## src/rtl/dram_retention_array_if.sv

```systemverilog
// Command/response bus between the memory controller model and the DRAM retention array.
interface dram_retention_array_if #(
  parameter int unsigned ROW_AW = 4,
  parameter int unsigned DATA_W = 8
);
  logic              cmd_valid;
  logic              cmd_ready;
  logic [1:0]        cmd_op;
  logic [ROW_AW-1:0] cmd_row;
  logic [DATA_W-1:0] cmd_wdata;
  logic              rsp_valid;
  logic [DATA_W-1:0] rsp_rdata;
  logic              rsp_fail;

  modport master (
    output cmd_valid, cmd_op, cmd_row, cmd_wdata,
    input  cmd_ready, rsp_valid, rsp_rdata, rsp_fail
  );

  modport slave (
    input  cmd_valid, cmd_op, cmd_row, cmd_wdata,
    output cmd_ready, rsp_valid, rsp_rdata, rsp_fail
  );
endinterface

```

## src/rtl/dram_retention_array.sv

```systemverilog
// Behavioural DRAM cell array: per-row data plus a stored-charge level that leaks at a
// temperature-scaled rate, with a READ/WRITE/REFRESH sense-and-restore command FSM.
module dram_retention_array #(
  parameter int unsigned N_ROWS      = 16,
  parameter int unsigned ROW_AW      = 4,
  parameter int unsigned DATA_W      = 8,
  parameter int unsigned CHARGE_W    = 8,
  parameter int unsigned SENSE_TH    = 128,
  parameter int unsigned BASE_PERIOD = 1024,
  parameter int unsigned TEMP_W      = 4,
  parameter int unsigned PER_W       = 16
) (
  input  logic                   clk,
  input  logic                   rst_n,
  input  logic [TEMP_W-1:0]      temp_code,
  dram_retention_array_if.slave  bus,
  output logic [15:0]            fail_count,
  input  logic [ROW_AW-1:0]      dbg_row,
  output logic [CHARGE_W-1:0]    dbg_charge
);

  localparam int unsigned          N_SLOT  = 2 ** ROW_AW;
  localparam logic [CHARGE_W-1:0]  QMAX    = '1;
  localparam logic [CHARGE_W-1:0]  SENSE_Q = CHARGE_W'(SENSE_TH);
  localparam logic [PER_W-1:0]     BASE_Q  = PER_W'(BASE_PERIOD);
  localparam logic [1:0]           OP_NOP   = 2'b00;
  localparam logic [1:0]           OP_READ  = 2'b01;
  localparam logic [1:0]           OP_WRITE = 2'b10;

  typedef enum logic [1:0] {S_IDLE, S_ACT, S_SENSE} state_t;

  state_t              state;
  logic [1:0]          lat_op;
  logic [ROW_AW-1:0]   lat_row;
  logic [DATA_W-1:0]   lat_wdata;
  logic                lat_ok;
  logic [CHARGE_W-1:0] snap_q;
  logic [PER_W-1:0]    tick_cnt;

  logic [CHARGE_W-1:0] charge_q [N_ROWS];
  logic [DATA_W-1:0]   data_q   [N_ROWS];

  // Address-space views; slots beyond N_ROWS read as empty and invalid.
  logic [CHARGE_W-1:0] charge_view [N_SLOT];
  logic [DATA_W-1:0]   data_view   [N_SLOT];
  logic                row_ok      [N_SLOT];

  for (genvar s = 0; s < N_SLOT; s++) begin : g_view
    if (s < N_ROWS) begin : g_real
      assign charge_view[s] = charge_q[s];
      assign data_view[s]   = data_q[s];
      assign row_ok[s]      = 1'b1;
    end else begin : g_empty
      assign charge_view[s] = '0;
      assign data_view[s]   = '0;
      assign row_ok[s]      = 1'b0;
    end
  end

  assign dbg_charge = charge_view[dbg_row];

  // Decay period halves per temperature step, floored at one cycle.
  logic [PER_W-1:0] shifted_c;
  logic [PER_W-1:0] period_m1_c;
  logic             tick_c;

  always_comb begin
    shifted_c = BASE_Q >> temp_code;
    if (shifted_c == '0) begin
      shifted_c = PER_W'(1);
    end
    period_m1_c = shifted_c - PER_W'(1);
    tick_c      = (tick_cnt >= period_m1_c);
  end

  always_ff @(posedge clk or negedge rst_n) begin
    if (!rst_n) begin
      tick_cnt <= '0;
    end else if (tick_c) begin
      tick_cnt <= '0;
    end else begin
      tick_cnt <= tick_cnt + PER_W'(1);
    end
  end

  logic sense_c;
  logic snap_low_c;
  logic sense_fail_c;

  always_comb begin
    sense_c      = (state == S_SENSE) && lat_ok;
    snap_low_c   = (snap_q < SENSE_Q);
    sense_fail_c = (lat_op != OP_WRITE) && snap_low_c;
  end

  // Cell array: restore on sense takes priority over a same-cycle decay tick.
  always_ff @(posedge clk or negedge rst_n) begin
    if (!rst_n) begin
      for (int i = 0; i < N_ROWS; i++) begin
        charge_q[i] <= '0;
        data_q[i]   <= '0;
      end
    end else begin
      for (int i = 0; i < N_ROWS; i++) begin
        if (sense_c && (lat_row == ROW_AW'(i))) begin
          charge_q[i] <= QMAX;
          if (lat_op == OP_WRITE) begin
            data_q[i] <= lat_wdata;
          end else if (snap_low_c) begin
            data_q[i] <= '0;
          end
        end else if (tick_c && (charge_q[i] != '0)) begin
          charge_q[i] <= charge_q[i] - CHARGE_W'(1);
        end
      end
    end
  end

  // Command FSM: IDLE -> ACT (snapshot) -> SENSE (restore, respond) -> IDLE.
  always_ff @(posedge clk or negedge rst_n) begin
    if (!rst_n) begin
      state         <= S_IDLE;
      bus.cmd_ready <= 1'b0;
      lat_op        <= OP_NOP;
      lat_row       <= '0;
      lat_wdata     <= '0;
      lat_ok        <= 1'b0;
      snap_q        <= '0;
      bus.rsp_valid <= 1'b0;
      bus.rsp_rdata <= '0;
      bus.rsp_fail  <= 1'b0;
      fail_count    <= '0;
    end else begin
      bus.rsp_valid <= 1'b0;
      case (state)
        S_IDLE: begin
          bus.cmd_ready <= 1'b1;
          if (bus.cmd_valid && bus.cmd_ready && (bus.cmd_op != OP_NOP)) begin
            lat_op        <= bus.cmd_op;
            lat_row       <= bus.cmd_row;
            lat_wdata     <= bus.cmd_wdata;
            lat_ok        <= row_ok[bus.cmd_row];
            bus.cmd_ready <= 1'b0;
            state         <= S_ACT;
          end
        end
        S_ACT: begin
          snap_q <= charge_view[lat_row];
          state  <= S_SENSE;
        end
        S_SENSE: begin
          state         <= S_IDLE;
          bus.cmd_ready <= 1'b1;
          bus.rsp_valid <= 1'b1;
          bus.rsp_fail  <= !lat_ok || sense_fail_c;
          if (lat_ok && (lat_op == OP_READ) && !snap_low_c) begin
            bus.rsp_rdata <= data_view[lat_row];
          end else begin
            bus.rsp_rdata <= '0;
          end
          if (lat_ok && sense_fail_c && (fail_count != 16'hFFFF)) begin
            fail_count <= fail_count + 16'd1;
          end
        end
        default: begin
          state <= S_IDLE;
        end
      endcase
    end
  end

endmodule

```

## src/flat_wrapper.sv

```systemverilog
// flat-port wrapper written by rule: the top's interface ports become plain ports
module dram_retention_array_flat 
#(
  parameter int unsigned N_ROWS      = 16,
  parameter int unsigned ROW_AW      = 4,
  parameter int unsigned DATA_W      = 8,
  parameter int unsigned CHARGE_W    = 8,
  parameter int unsigned SENSE_TH    = 128,
  parameter int unsigned BASE_PERIOD = 1024,
  parameter int unsigned TEMP_W      = 4,
  parameter int unsigned PER_W       = 16
)
  (clk, rst_n, temp_code, fail_count, dbg_row, dbg_charge, bus_cmd_valid, bus_cmd_op, bus_cmd_row, bus_cmd_wdata, bus_cmd_ready, bus_rsp_valid, bus_rsp_rdata, bus_rsp_fail);
  dram_retention_array_if #(.ROW_AW(ROW_AW), .DATA_W(DATA_W)) bus_i ();
  input  logic clk;
  input  logic rst_n;
  input  logic [TEMP_W-1:0] temp_code;
  output logic [15:0] fail_count;
  input  logic [ROW_AW-1:0] dbg_row;
  output logic [CHARGE_W-1:0] dbg_charge;
  input wire logic [$bits(bus_i.cmd_valid)-1:0] bus_cmd_valid;
  input wire logic [$bits(bus_i.cmd_op)-1:0] bus_cmd_op;
  input wire logic [$bits(bus_i.cmd_row)-1:0] bus_cmd_row;
  input wire logic [$bits(bus_i.cmd_wdata)-1:0] bus_cmd_wdata;
  output wire logic [$bits(bus_i.cmd_ready)-1:0] bus_cmd_ready;
  output wire logic [$bits(bus_i.rsp_valid)-1:0] bus_rsp_valid;
  output wire logic [$bits(bus_i.rsp_rdata)-1:0] bus_rsp_rdata;
  output wire logic [$bits(bus_i.rsp_fail)-1:0] bus_rsp_fail;
  assign bus_i.cmd_valid = bus_cmd_valid;
  assign bus_i.cmd_op = bus_cmd_op;
  assign bus_i.cmd_row = bus_cmd_row;
  assign bus_i.cmd_wdata = bus_cmd_wdata;
  assign bus_cmd_ready = bus_i.cmd_ready;
  assign bus_rsp_valid = bus_i.rsp_valid;
  assign bus_rsp_rdata = bus_i.rsp_rdata;
  assign bus_rsp_fail = bus_i.rsp_fail;
  dram_retention_array #(.N_ROWS(N_ROWS), .ROW_AW(ROW_AW), .DATA_W(DATA_W), .CHARGE_W(CHARGE_W), .SENSE_TH(SENSE_TH), .BASE_PERIOD(BASE_PERIOD), .TEMP_W(TEMP_W), .PER_W(PER_W)) u_core (.clk(clk), .rst_n(rst_n), .temp_code(temp_code), .bus(bus_i), .fail_count(fail_count), .dbg_row(dbg_row), .dbg_charge(dbg_charge));
endmodule
```

## config.mk

```make
export PLATFORM = sky130hd
export DESIGN_NAME = dram_retention_array_flat
export DESIGN_NICKNAME = d
export VERILOG_FILES = /design/src/rtl/dram_retention_array_if.sv /design/src/rtl/dram_retention_array.sv /design/src/flat_wrapper.sv
export SDC_FILE = /design/constraint.sdc
export NUM_CORES = 1
export LEC_CHECK = 0
export CAP_MARGIN = 15
export CORE_ASPECT_RATIO = 0.6
export CORE_MARGIN = 4
export CORE_UTILIZATION = 56
export DETAILED_ROUTE_END_ITERATION = 16
export PLACE_DENSITY = 0.77
export SYNTH_ARGS = -nofsm -noshare
export SYNTH_HDL_FRONTEND = slang
export SYNTH_SLANG_ARGS = --single-unit
export TNS_END_PERCENT = 10
```

## constraint.sdc

```tcl
create_clock -name clk -period 2.95 [get_ports clk]
set_input_delay 0.59 -clock clk [delete_from_list [all_inputs] [get_ports clk]]
set_output_delay 0.59 -clock clk [all_outputs]
set_load 0.1 [all_outputs]
```

**After elaboration in Yosys (flattened, before gate mapping)**

Memories as Yosys holds them, arrays and structs flattened. A register that Yosys moved wholly into a read port is not among the register bits.
Cells that the tools add are included.

- Output and inout port bits: 35
- Latch bits: 0
- ROM bits: 16
- Memories: 1
- Input bits: 25
- Register bits after elaboration: 323
- Bits in writable memories: 0

- Order comparisons: 4
- Add/subtract/negate cells: 19
- Reductions and logical operators: 100
- Shifts and indexed selects: 1
- Div/mod/pow operators: 0
- Equality and inequality tests: 22
- Muxes and demuxes: 51
- Multiply operators: 0
- Bitwise logic cells: 3

Memory list:

| memory | depth | bits a word | rd ports | clocked after Yosys merged registers in | wr ports | line | text |
|---|---|---|---|---|---|---|---|
| (name not given) | 16 | 1 | 1 | 1 | 0 | dram_retention_array.sv:142 | `lat_ok <= row_ok[bus.cmd_row];` |

Operators by type and width:

| kind | number |
|---|---|
| 8-bit two-way mux | 41 |
| 8-bit nonzero test | 16 |
| 8-bit by 1-bit subtractor with 8-bit output, second input constant | 16 |
| 8-bit binary-select mux with 4-bit select | 3 |
| 1-bit logical AND | 40 |
| 2-bit nonzero test | 19 |
| 2-bit AND reduction | 18 |
| 16-bit by 1-bit adder with 16-bit output, second input constant | 2 |
| 4-bit equality test, second input constant | 8 |
| 16-bit two-way mux | 2 |
| 4-bit by 3-bit equality test with 1-bit output, second input constant | 4 |
| 16-bit greater-or-equal comparator | 1 |
| 16-bit logical NOT | 1 |
| 16-bit != test, second input constant | 1 |
| 11-bit by 4-bit right shift with 16-bit output, first input constant | 1 |
| 16-bit by 1-bit subtractor with 16-bit output, second input constant | 1 |
| 4-bit inverter with 5-bit output | 3 |
| 5-bit greater-or-equal comparator, second input constant | 2 |
| 4-bit by 2-bit equality test with 1-bit output, second input constant | 2 |
| 8-bit < comparator, second input constant | 1 |
| 2-bit by 1-bit equality test with 1-bit output, second input constant | 2 |
| 2-bit equality test, second input constant | 2 |
| 4-bit by 1-bit equality test with 1-bit output, second input constant | 1 |
| 4-bit logical NOT | 1 |
| 9 further kinds | 12 |

**Logic depth before layout (Yosys ltp)**

Gate-level depths: netlist of the first run.

- Word-level depth: 8
- Mapped depth: 16
- Mapped depth without buffers: 13

**Least setup slack after synthesis of the first run**

No wires, ideal clock.

- Kind: input -> register
- Start: in temp_code[1]
- End: reg u_core.charge_q[27] (netlist name)
- Arrival: 3.346 ns
- Library setup time: 0.132 ns
- Data required time: 2.818 ns
- Path slack: -0.528 ns
- Stages on the path: 13
- Cell sequence: clkbuf_1 -> o21ai_0 -> ha_1 -> o311ai_0 -> o21a_1 -> ha_1 -> nand4_1 -> nor2_1 -> a2111o_1 -> clkbuf_1 -> o21ai_1 -> nor3_1 -> or3b_1

- Cells in the longest elaborated chain, start to end: 7

Ends and longest elaborated chain:

| what | line | text |
|---|---|---|
| start: declaration | flat_wrapper.sv:17 | `input logic [TEMP_W-1:0] temp_code;` |
| 11-bit by 4-bit right shift with 16-bit output * | dram_retention_array.sv:68 | `shifted_c = BASE_Q >> temp_code;` |
| 16-bit logical NOT | dram_retention_array.sv:69 | `if (shifted_c == '0) begin` |
| 16-bit two-way mux * | dram_retention_array.sv:69 |  |
| 16-bit by 1-bit subtractor with 16-bit output * | dram_retention_array.sv:72 | `period_m1_c = shifted_c - PER_W'(1);` |
| 16-bit greater-or-equal comparator * | dram_retention_array.sv:73 | `tick_c = (tick_cnt >= period_m1_c);` |
| 1-bit logical AND * | dram_retention_array.sv:112 | `end else if (tick_c && (charge_q[i] != '0)) begin` |
| 2-bit nonzero test (no source line) * | -- |  |
| end signal: indexed assignment | dram_retention_array.sv:113 | `charge_q[i] <= charge_q[i] - CHARGE_W'(1);` |
| end: declaration | dram_retention_array.sv:40 | `logic [CHARGE_W-1:0] charge_q [N_ROWS];` |

Every way passes the cells marked *; elsewhere a longest branch is shown, timed or not.
A chain may end at the register's enable or synchronous reset.

**Worst setup path after layout of the first run**

- Start: in temp_code[1]
- End: reg u_core.charge_q[60] (netlist name)

The elaborated chain is that of the path after synthesis.

==> metrics.md, run 1 <==
| Metric | Value |
|---|---|
| Commonest cells post-synth | dfrtp_1, nand2_1, o21ai_0, mux4_2, nor2_1 |
| CP Capture Type | flop |
| Worst clock skew | 0.0108 ns |
| Period utilization | 1.02 |
| IO Port Bufs | 59 |
| Worst r2r src | u_core.tick_cnt[0] |
| TritonCTS Buffers | 30 |
| CTS root buffer | clkbuf_16 |
| Routed WL per cell | around 23 um |
| Synth Cell Area | ~17000 um^2 |
| PnR Total Power | 17900 uW |
| Delay-heaviest family, CP | compound AO/OA/AOI/OAI gates |
| HP Class | input port to async pin |
| Final Max Tran Viols | 0 |
| Fmax | 332 MHz |
| Clk Latency, worst-skew pair | 0.58 ns |
| Maxcap violations | 0 |
| Tot GR Track Use | 0.299 |
| Die area | 32900 um^2 |
| FF+latch count, synth | 317 |
| Die Span X | 232 um |
| Vias in the first global route | 13600 |
| Cell area after layout | slightly above 20000 um^2 |
| CTS tree | done |
| PwrDens | 889 nW/um^2 |
| Initial DRC Count | roughly 1900 |
| # nets final | 1841 |
| Synth warn | 0 |
| Post-DP HPWL | 34700 um |
| CP peak stage delay | between 0.2 and 0.3 ns |
| Ports | 60 |
| Final worst setup slack | -0.0665 ns |
| Final Hold Vio Count | 19 |
| Failing checks | negative hold slack, negative setup slack |
| Starting density of the core | 0.577 |
| Proportion of layout cells with a drive suffix above 1 | 0.214 |
| Post-synth top area cell | dfrtp_1 |
| Final core utilization | 0.691 |
| Top cells by area, synth | dfrtp_1, mux4_2, nand2_1 |
| Final antenna-violating net count | 0 |
| Most common cell in the netlist | dfrtp_1 |
| Final wirelength | roughly 50000 um |
| Most used DFF post-synth | dfrtp_1 |
| Total grt overflow | 0 |
| Max Root-Sink Buffers | 3 |
| Leakage | a little over 0.008 uW |
| Critical-path cell list | buf_4 -> o21ai_4 -> ha_4 -> buf_4 -> o311ai_4 -> o21a_1 -> ha_4 -> nand4_1 -> nor4_4 -> buf_4 -> a32oi_4 -> clkbuf_16 -> a21boi_4 -> and4_1 -> o21ai_2 |
| ANT cells | 0 |
| Cells after Synth | 1624 |
| Clk sinks | 317 |
| R2r endpoint | u_core.charge_q[60] |
| WP buf/inv | 4 |
| Yosys top cell area share | 0.472 |
| DRC Markers | 0 |
| Final setup violating endpoints | 4 |
| Initial antenna violation count | 2 |
| First-pass GRT wire length | a little under 80000 um |
| Post-Place Cell Area | 18600 um^2 |
| CP max-delay cell | ha_4 |
| Run status | finished, violations left |
| Required time worst endpoint | 3.40 ns |
| Largest net degree at the start of global routing | 77 |
| RSZ-0062 raised after global routing | yes |
| Core ar. | 29100 um^2 |
| 1st-pass router iterations | 5 |
| Minimum clock period | between 3 and 4 ns |
| Hold buffer count at cts | 0 |
| Crit Path Category | input port to flop |
| Row count | 48 |
| Reg2Reg Setup Slack | ~0.11 ns |
| Worst setup SP type | input port |
| R2R cell count | 9 |
| Sequential fraction of the synthesis area | 0.472 |
| CP Max Fanout | 8 |
| CP arrival | 3.47 ns |
| Via count | 14300 |
| Slew HR | 0.327 |
| Clk slew on worst S/H paths | 0.07 ns |
| Peak supply drop | about 0.45 mV |
| Tightest Pin Transition | 0.997 ns |
| Gp weighted congestion | 0.970 |
| Post-synth cell types | 62 |
| Async set-reset flop share out of synthesis | 1.00 |
| Cell mode on critical path | buf_4 |
| Post-synth EDFFs | 0 |
| Syn Area/Cell | a little over 10 um^2 |
| Hold slack final | -0.0173 ns |
| Area delta synth->final | 19.8% |
| Die height | 142 um |
| Number of vias per cell | approximately 6.5 |
| CTS H-tree lvls | 1 |
## per-stage QoR
stage	setup slack [ns]	std cells	hold slack [ns]	setup TNS, ns
5_1_grt	-0.192	2188	0.0291	-6.27
3_3_place_gp	-0.880	2117	0.456	-100.36
3_5_place_dp	-0.987	2117	0.466	-117.64
2_1_floorplan	-0.260	1626	0.294	-20.36
6_report	-0.0665	2188	-0.0173	-0.106
4_1_cts	0.00496	2179	0.0111	0
## per-layer routing
metal  global-route usage  wire [um]
met1                0.446      20300
met2                0.428      21700
met3                0.110       6870
met4               0.0585       1150
met5                    0         13
## flip-flops by register name, indices dropped and copies added, names as in the netlist
| signal | cells |
|---|---|
| u_core.charge_q | 128 |
| u_core.data_q | 128 |
| u_core.fail_count | 16 |
| u_core.tick_cnt | 16 |
| u_core.bus.rsp_rdata | 8 |
| u_core.lat_wdata | 8 |
| u_core.lat_row | 4 |
| u_core.lat_op | 2 |
| u_core.state | 2 |
| u_core.bus.cmd_ready | 1 |
| u_core.bus.rsp_fail | 1 |
| u_core.bus.rsp_valid | 1 |
| u_core.lat_ok | 1 |
| u_core.snap_q | 1 |
## logic make-up (layout without fill, tap and decap cells)
| group | count (synthesis) | in the layout | share of synthesized area |
|---|---|---|---|
| other cells | 1 | 3 | 0.000223 |
| mux | 100 | 100 | 0.124 |
| xor+xnor | 63 | 63 | 0.0328 |
| compound gates | 335 | 335 | 0.115 |
| flops | 317 | 317 | 0.472 |
| simple gates | 634 | 634 | 0.189 |
| buf+inv | 123 | 285 | 0.0299 |
| fa+ha+maj | 51 | 51 | 0.0380 |
## how the worst max path moves through the flow
stage / start / cells after the start / endpoint / slack [ns]
4_1_cts: temp_code[3] / 14 / u_core.charge_q[102] / 0.005
3_3_place_gp: temp_code[2] / 15 / u_core.charge_q[47] / -0.88
2_1_floorplan: temp_code[1] / 15 / u_core.charge_q[27] / -0.26
5_1_grt: temp_code[1] / 16 / u_core.charge_q[60] / -0.19
3_5_place_dp: temp_code[2] / 12 / u_core.charge_q[75] / -0.99
6_report: temp_code[1] / 15 / u_core.charge_q[60] / -0.07
## cell usage in the layout (no fill, tap or decap), types with 15 or more instances in the layout
cell               n
a21oi_1           28
a31oi_1           32
and3_1            16
and4_1            32
buf_12            19
buf_4            125
clkbuf_16         33
clkdlybuf4s50_1   17
dfrtp_1          307
ha_1              49
inv_1             48
mux2_2            15
mux4_2            85
nand2_1          255
nand3_1           74
nor2_1            76
nor3_1            40
nor4_1            16
o21ai_0          179
o21ai_1           28
or3_1             25
or4_1             16
xnor2_1           50
## power breakdown
| group | total (uW) | leakage (uW) | internal (uW) | switching (uW) |
|---|---|---|---|---|
| Sequential | 7200 | 0.00385 | 5610 | 1590 |
| Clock | 4220 | 0.000531 | 2440 | 1780 |
| Combinational | 6480 | 0.00389 | 2790 | 3690 |
| Total | 17900 | 0.00827 | 10800 | 7050 |
## final cells by class
type                            count  area [um^2]
Clock inverter                     15          185
Sequential cell                   317         7950
Multi-Input combinational cell   1186         8690
Tap cell                          400          500
Timing Repair Buffer              182         1760
Fill cell                        2071         8990
Clock buffer                       40          880
Inverter                           48          180
## what timing repair did
action                     in CTS  in global routing
resized for setup              41                 49
pin swaps                      10                 17
cloned                          1                  2
setup endpoints to repair     151                143
buffers inserted                6                  7
## worst register-to-register path: cells and delay by family, from the launching register on
family                   cells  cell delay, ns
flip-flops                   1            0.40
adder cells (fa/ha/maj)      1            0.28
AND/OR/NAND/NOR              1            0.14
AO/OA/AOI/OAI                5            1.53
buffers and inverters        2            0.37
(Power assumes the default switching activity.)
==> run 2: changes to the inputs <==
--- a/config.mk
+++ b/config.mk
@@ -8,9 +8,9 @@
 export CAP_MARGIN = 15
 export CORE_ASPECT_RATIO = 0.6
 export CORE_MARGIN = 4
-export CORE_UTILIZATION = 56
+export CORE_UTILIZATION = 62
 export DETAILED_ROUTE_END_ITERATION = 16
-export PLACE_DENSITY = 0.77
+export PLACE_DENSITY = 0.81
 export SYNTH_ARGS = -nofsm -noshare
 export SYNTH_HDL_FRONTEND = slang
 export SYNTH_SLANG_ARGS = --single-unit
==> constraint.sdc (replaced) <==
create_clock -name clk -period 3.3 [get_ports clk]
set_input_delay 0.66 -clock clk [delete_from_list [all_inputs] [get_ports clk]]
set_output_delay 0.66 -clock clk [all_outputs]
set_load 0.1 [all_outputs]
==> metrics.md, run 2 (synthesis results as in run 1) <==
| Metric | Value |
|---|---|
| CP peak stage delay | 0.52 ns (was 0.28 ns) |
| Peak supply drop | 0.449 mV (was 0.450 mV) |
| Fmax | 317 MHz |
| Proportion of layout cells with a drive suffix above 1 | 0.176 (was 0.214) |
| Via count | 14100 (was 14300) |
| PwrDens | 796 nW/um^2 (was 889 nW/um^2) |
| Clk Latency, worst-skew pair | 0.57 ns (was 0.58 ns) |
| CP Max Fanout | 7 (was 8) |
| CP max-delay cell | or4_1 (was ha_4) |
| Clk slew on worst S/H paths | 0.06 ns (was 0.07 ns) |
| Most frequent cells in the layout | dfrtp_1, nand2_1, o21ai_0, buf_4, mux4_2 (unchanged) |
| Int Pwr | 9390 uW (was 10800 uW) |
| Switching pwr | 6100 uW (was 7050 uW) |
| TritonCTS Buffers | 29 (was 30) |
| Largest net degree at the start of global routing | 93 (was 77) |
| Routed WL per cell | 22.5 um (was 22.9 um) |
| Fill cells | 1745 (was 2071) |
| Ports | 60 (unchanged) |
| CTS H-tree lvls | 1 (unchanged) |
| Final antenna-violating net count | 0 (unchanged) |
| Clock share of power | 0.228 (was 0.236) |
| Period utilization | 0.957 |
| Worst clock skew | 0.0167 ns (was 0.0108 ns) |
| CP arrival | 3.64 ns (was 3.47 ns) |
| Die area | 29900 um^2 (was 32900 um^2) |
| Run status | finished, final reports clean (was finished, violations left) |
| Gp weighted congestion | 0.944 (was 0.970) |
| Die Span X | 221 um (was 232 um) |
| DRC Markers | 0 (unchanged) |
| Minimum clock period | around 3.2 ns |
| Maxcap violations | 0 (unchanged) |
| Die height | 136 um (was 142 um) |
| ANT cells | 0 (unchanged) |
| Final wirelength | 47300 um (was 50100 um) |
| Crit Path Category | input port to flop (unchanged) |
| Critical-path cell list | dlymetal6s2s_1 -> nor2_1 -> nand3_2 -> ha_4 -> nor3_2 -> a21oi_1 -> o21a_1 -> ha_1 -> nand4_1 -> nor4_4 -> a32o_2 -> nor2_4 -> buf_12 -> or4_1 -> nand3_1 (was buf_4 -> o21ai_4 -> ha_4 -> buf_4 -> o311ai_4 -> o21a_1 -> ha_4 -> nand4_1 -> nor4_4 -> buf_4 -> a32oi_4 -> clkbuf_16 -> a21boi_4 -> and4_1 -> o21ai_2) |
| Number of vias per cell | 6.71 (was 6.52) |
| Initial DRC Count | 2007 (was 1851) |
| CTS tree | done (unchanged) |
| Row count | 46 (was 48) |
| Switching share of total power | 0.394 (about the same) |
| Total grt overflow | 0 (unchanged) |
| Hold slack final | 0.0837 ns (was -0.0173 ns) |
| Core ar. | 26500 um^2 (was 29100 um^2) |
| Vias in the first global route | 13600 (about the same) |
| Max Root-Sink Buffers | 3 (unchanged) |
| Clk sinks | 317 (unchanged) |
| 1st-pass router iterations | 6 (was 5) |
| Slew HR | 0.353 (was 0.327) |
| Initial antenna violation count | 2 (unchanged) |
| Logic pwr share | 0.356 (was 0.362) |
| Commonest non-fill, non-tap cell in the layout | dfrtp_1 (unchanged) |
| Cells after DPL | 2048 (was 2117) |
| Worst setup SP type | input port (unchanged) |
| HP Class | input port to async pin (unchanged) |
| Starting density of the core | 0.633 (was 0.577) |
| Final setup violating endpoints | 0 (was 4) |
| Leakage | 0.00795 uW (was 0.00827 uW) |
| Non-Filler Instances | 2103 (was 2188) |
| Tightest Pin Transition | 0.971 ns (was 0.997 ns) |
| First-pass GRT wire length | 75700 um (was 77300 um) |
| Tot GR Track Use | 0.324 (was 0.299) |
| CTS root buffer | clkbuf_16 (unchanged) |
| CP Capture Type | flop (unchanged) |
| RSZ-0062 raised after global routing | no (was yes) |
| IO Port Bufs | 59 (unchanged) |
| Largest regs | u_core.charge_q x128, u_core.data_q x128 (unchanged) |
| Final Hold Vio Count | 0 (was 19) |
| Sequential share of power | 0.416 (was 0.402) |
| # nets final | 1799 (was 1841) |
| Required time worst endpoint | 3.78 ns (was 3.40 ns) |
| Post-DP HPWL | 33700 um (was 34700 um) |
| Final Max Tran Viols | 0 (unchanged) |
| Area delta synth->final | 15.8% (was 19.8%) |
## run 2: changes by cell type in the layout (fill, tap and decap cells not counted), sizes merged, moves of 2 or more
cell	previous run	this run
buf	160	119
dlymetal6s2s	0	5
clkinv	9	5
clkbuf	43	41
## run 2: critical path: cells and delay by family
family | cells | cell delay, ns
compound gates | 3 | 0.53
buf+inv | 2 | 0.30
simple gates | 8 | 1.66
fa+ha+maj | 2 | 0.48
## run 2: final cells by class
class                      instances  area (um^2)  area share
sequential                       317         7940       0.408
multi-input combinational       1186         8520       0.438
inverter                          48          180     0.00926
clock inverter                    10          134     0.00688
timing repair buffer             141         1390      0.0712
tap                              360          450      0.0232
clock buffer                      41          851      0.0437
## run 2: metrics by stage
step	power, uW	utilization	TNS (ns)	cell area, um^2	worst slack (ns)
detailed placement	11700	0.692	-66.55	18400	-0.629
finish	15500	0.733	0	19500	0.143
floorplan	9720	-	-0.00607	16900	-0.00607
CTS	15300	0.730	-0.0178	19400	-0.0134
global route	16300	0.733	0	19500	0.0379
global placement	11400	0.692	-57.67	18400	-0.565
## run 2: worst paths after layout
kind | slack, ns | cells past startpoint | to | from
worst min-delay path | 0.08 | 1 | u_core.charge_q[121] | rst_n
worst min register to register | 0.48 | 2 | u_core.data_q[110] | u_core.data_q[110]
min in group clk | 0.48 | 2 | u_core.data_q[110] | u_core.data_q[110]
worst max register to register | 0.53 | 9 | u_core.charge_q[87] | u_core.tick_cnt[0]
max in group asynchronous | 2.23 | 2 | u_core.data_q[105] | rst_n
worst max-delay path | 0.14 | 15 | u_core.charge_q[110] | temp_code[1]
## run 2: routing by layer
layer / track usage / up-vias / routed length (um)
li1: - / 6110 / -
met1: 0.496 / 7022 / 19800
met2: 0.459 / 880 / 20500
met3: 0.102 / 98 / 6010
met4: 0.0727 / 2 / 988
met5: 0 / - / 12
## run 2: power groups by stage
stage	Combinational (uW)	Clock [uW]	Sequential, uW
after global placement	5100	0	6310
after global routing	5980	3710	6570
after detailed placement	5340	0	6380
after CTS	5400	3540	6360
after floorplan	3690	0	6020
final	5510	3530	6440
## run 2: repair_timing
action / in CTS / in global routing
buffers inserted: 0 / 4
cloned: 0 / 0
pin swaps: 1 / 6
gates resized for setup: 6 / 13
hold buffers: 0 / 0
setup endpoints to repair: 22 / 114
hold endpoints to repair: 0 / 0
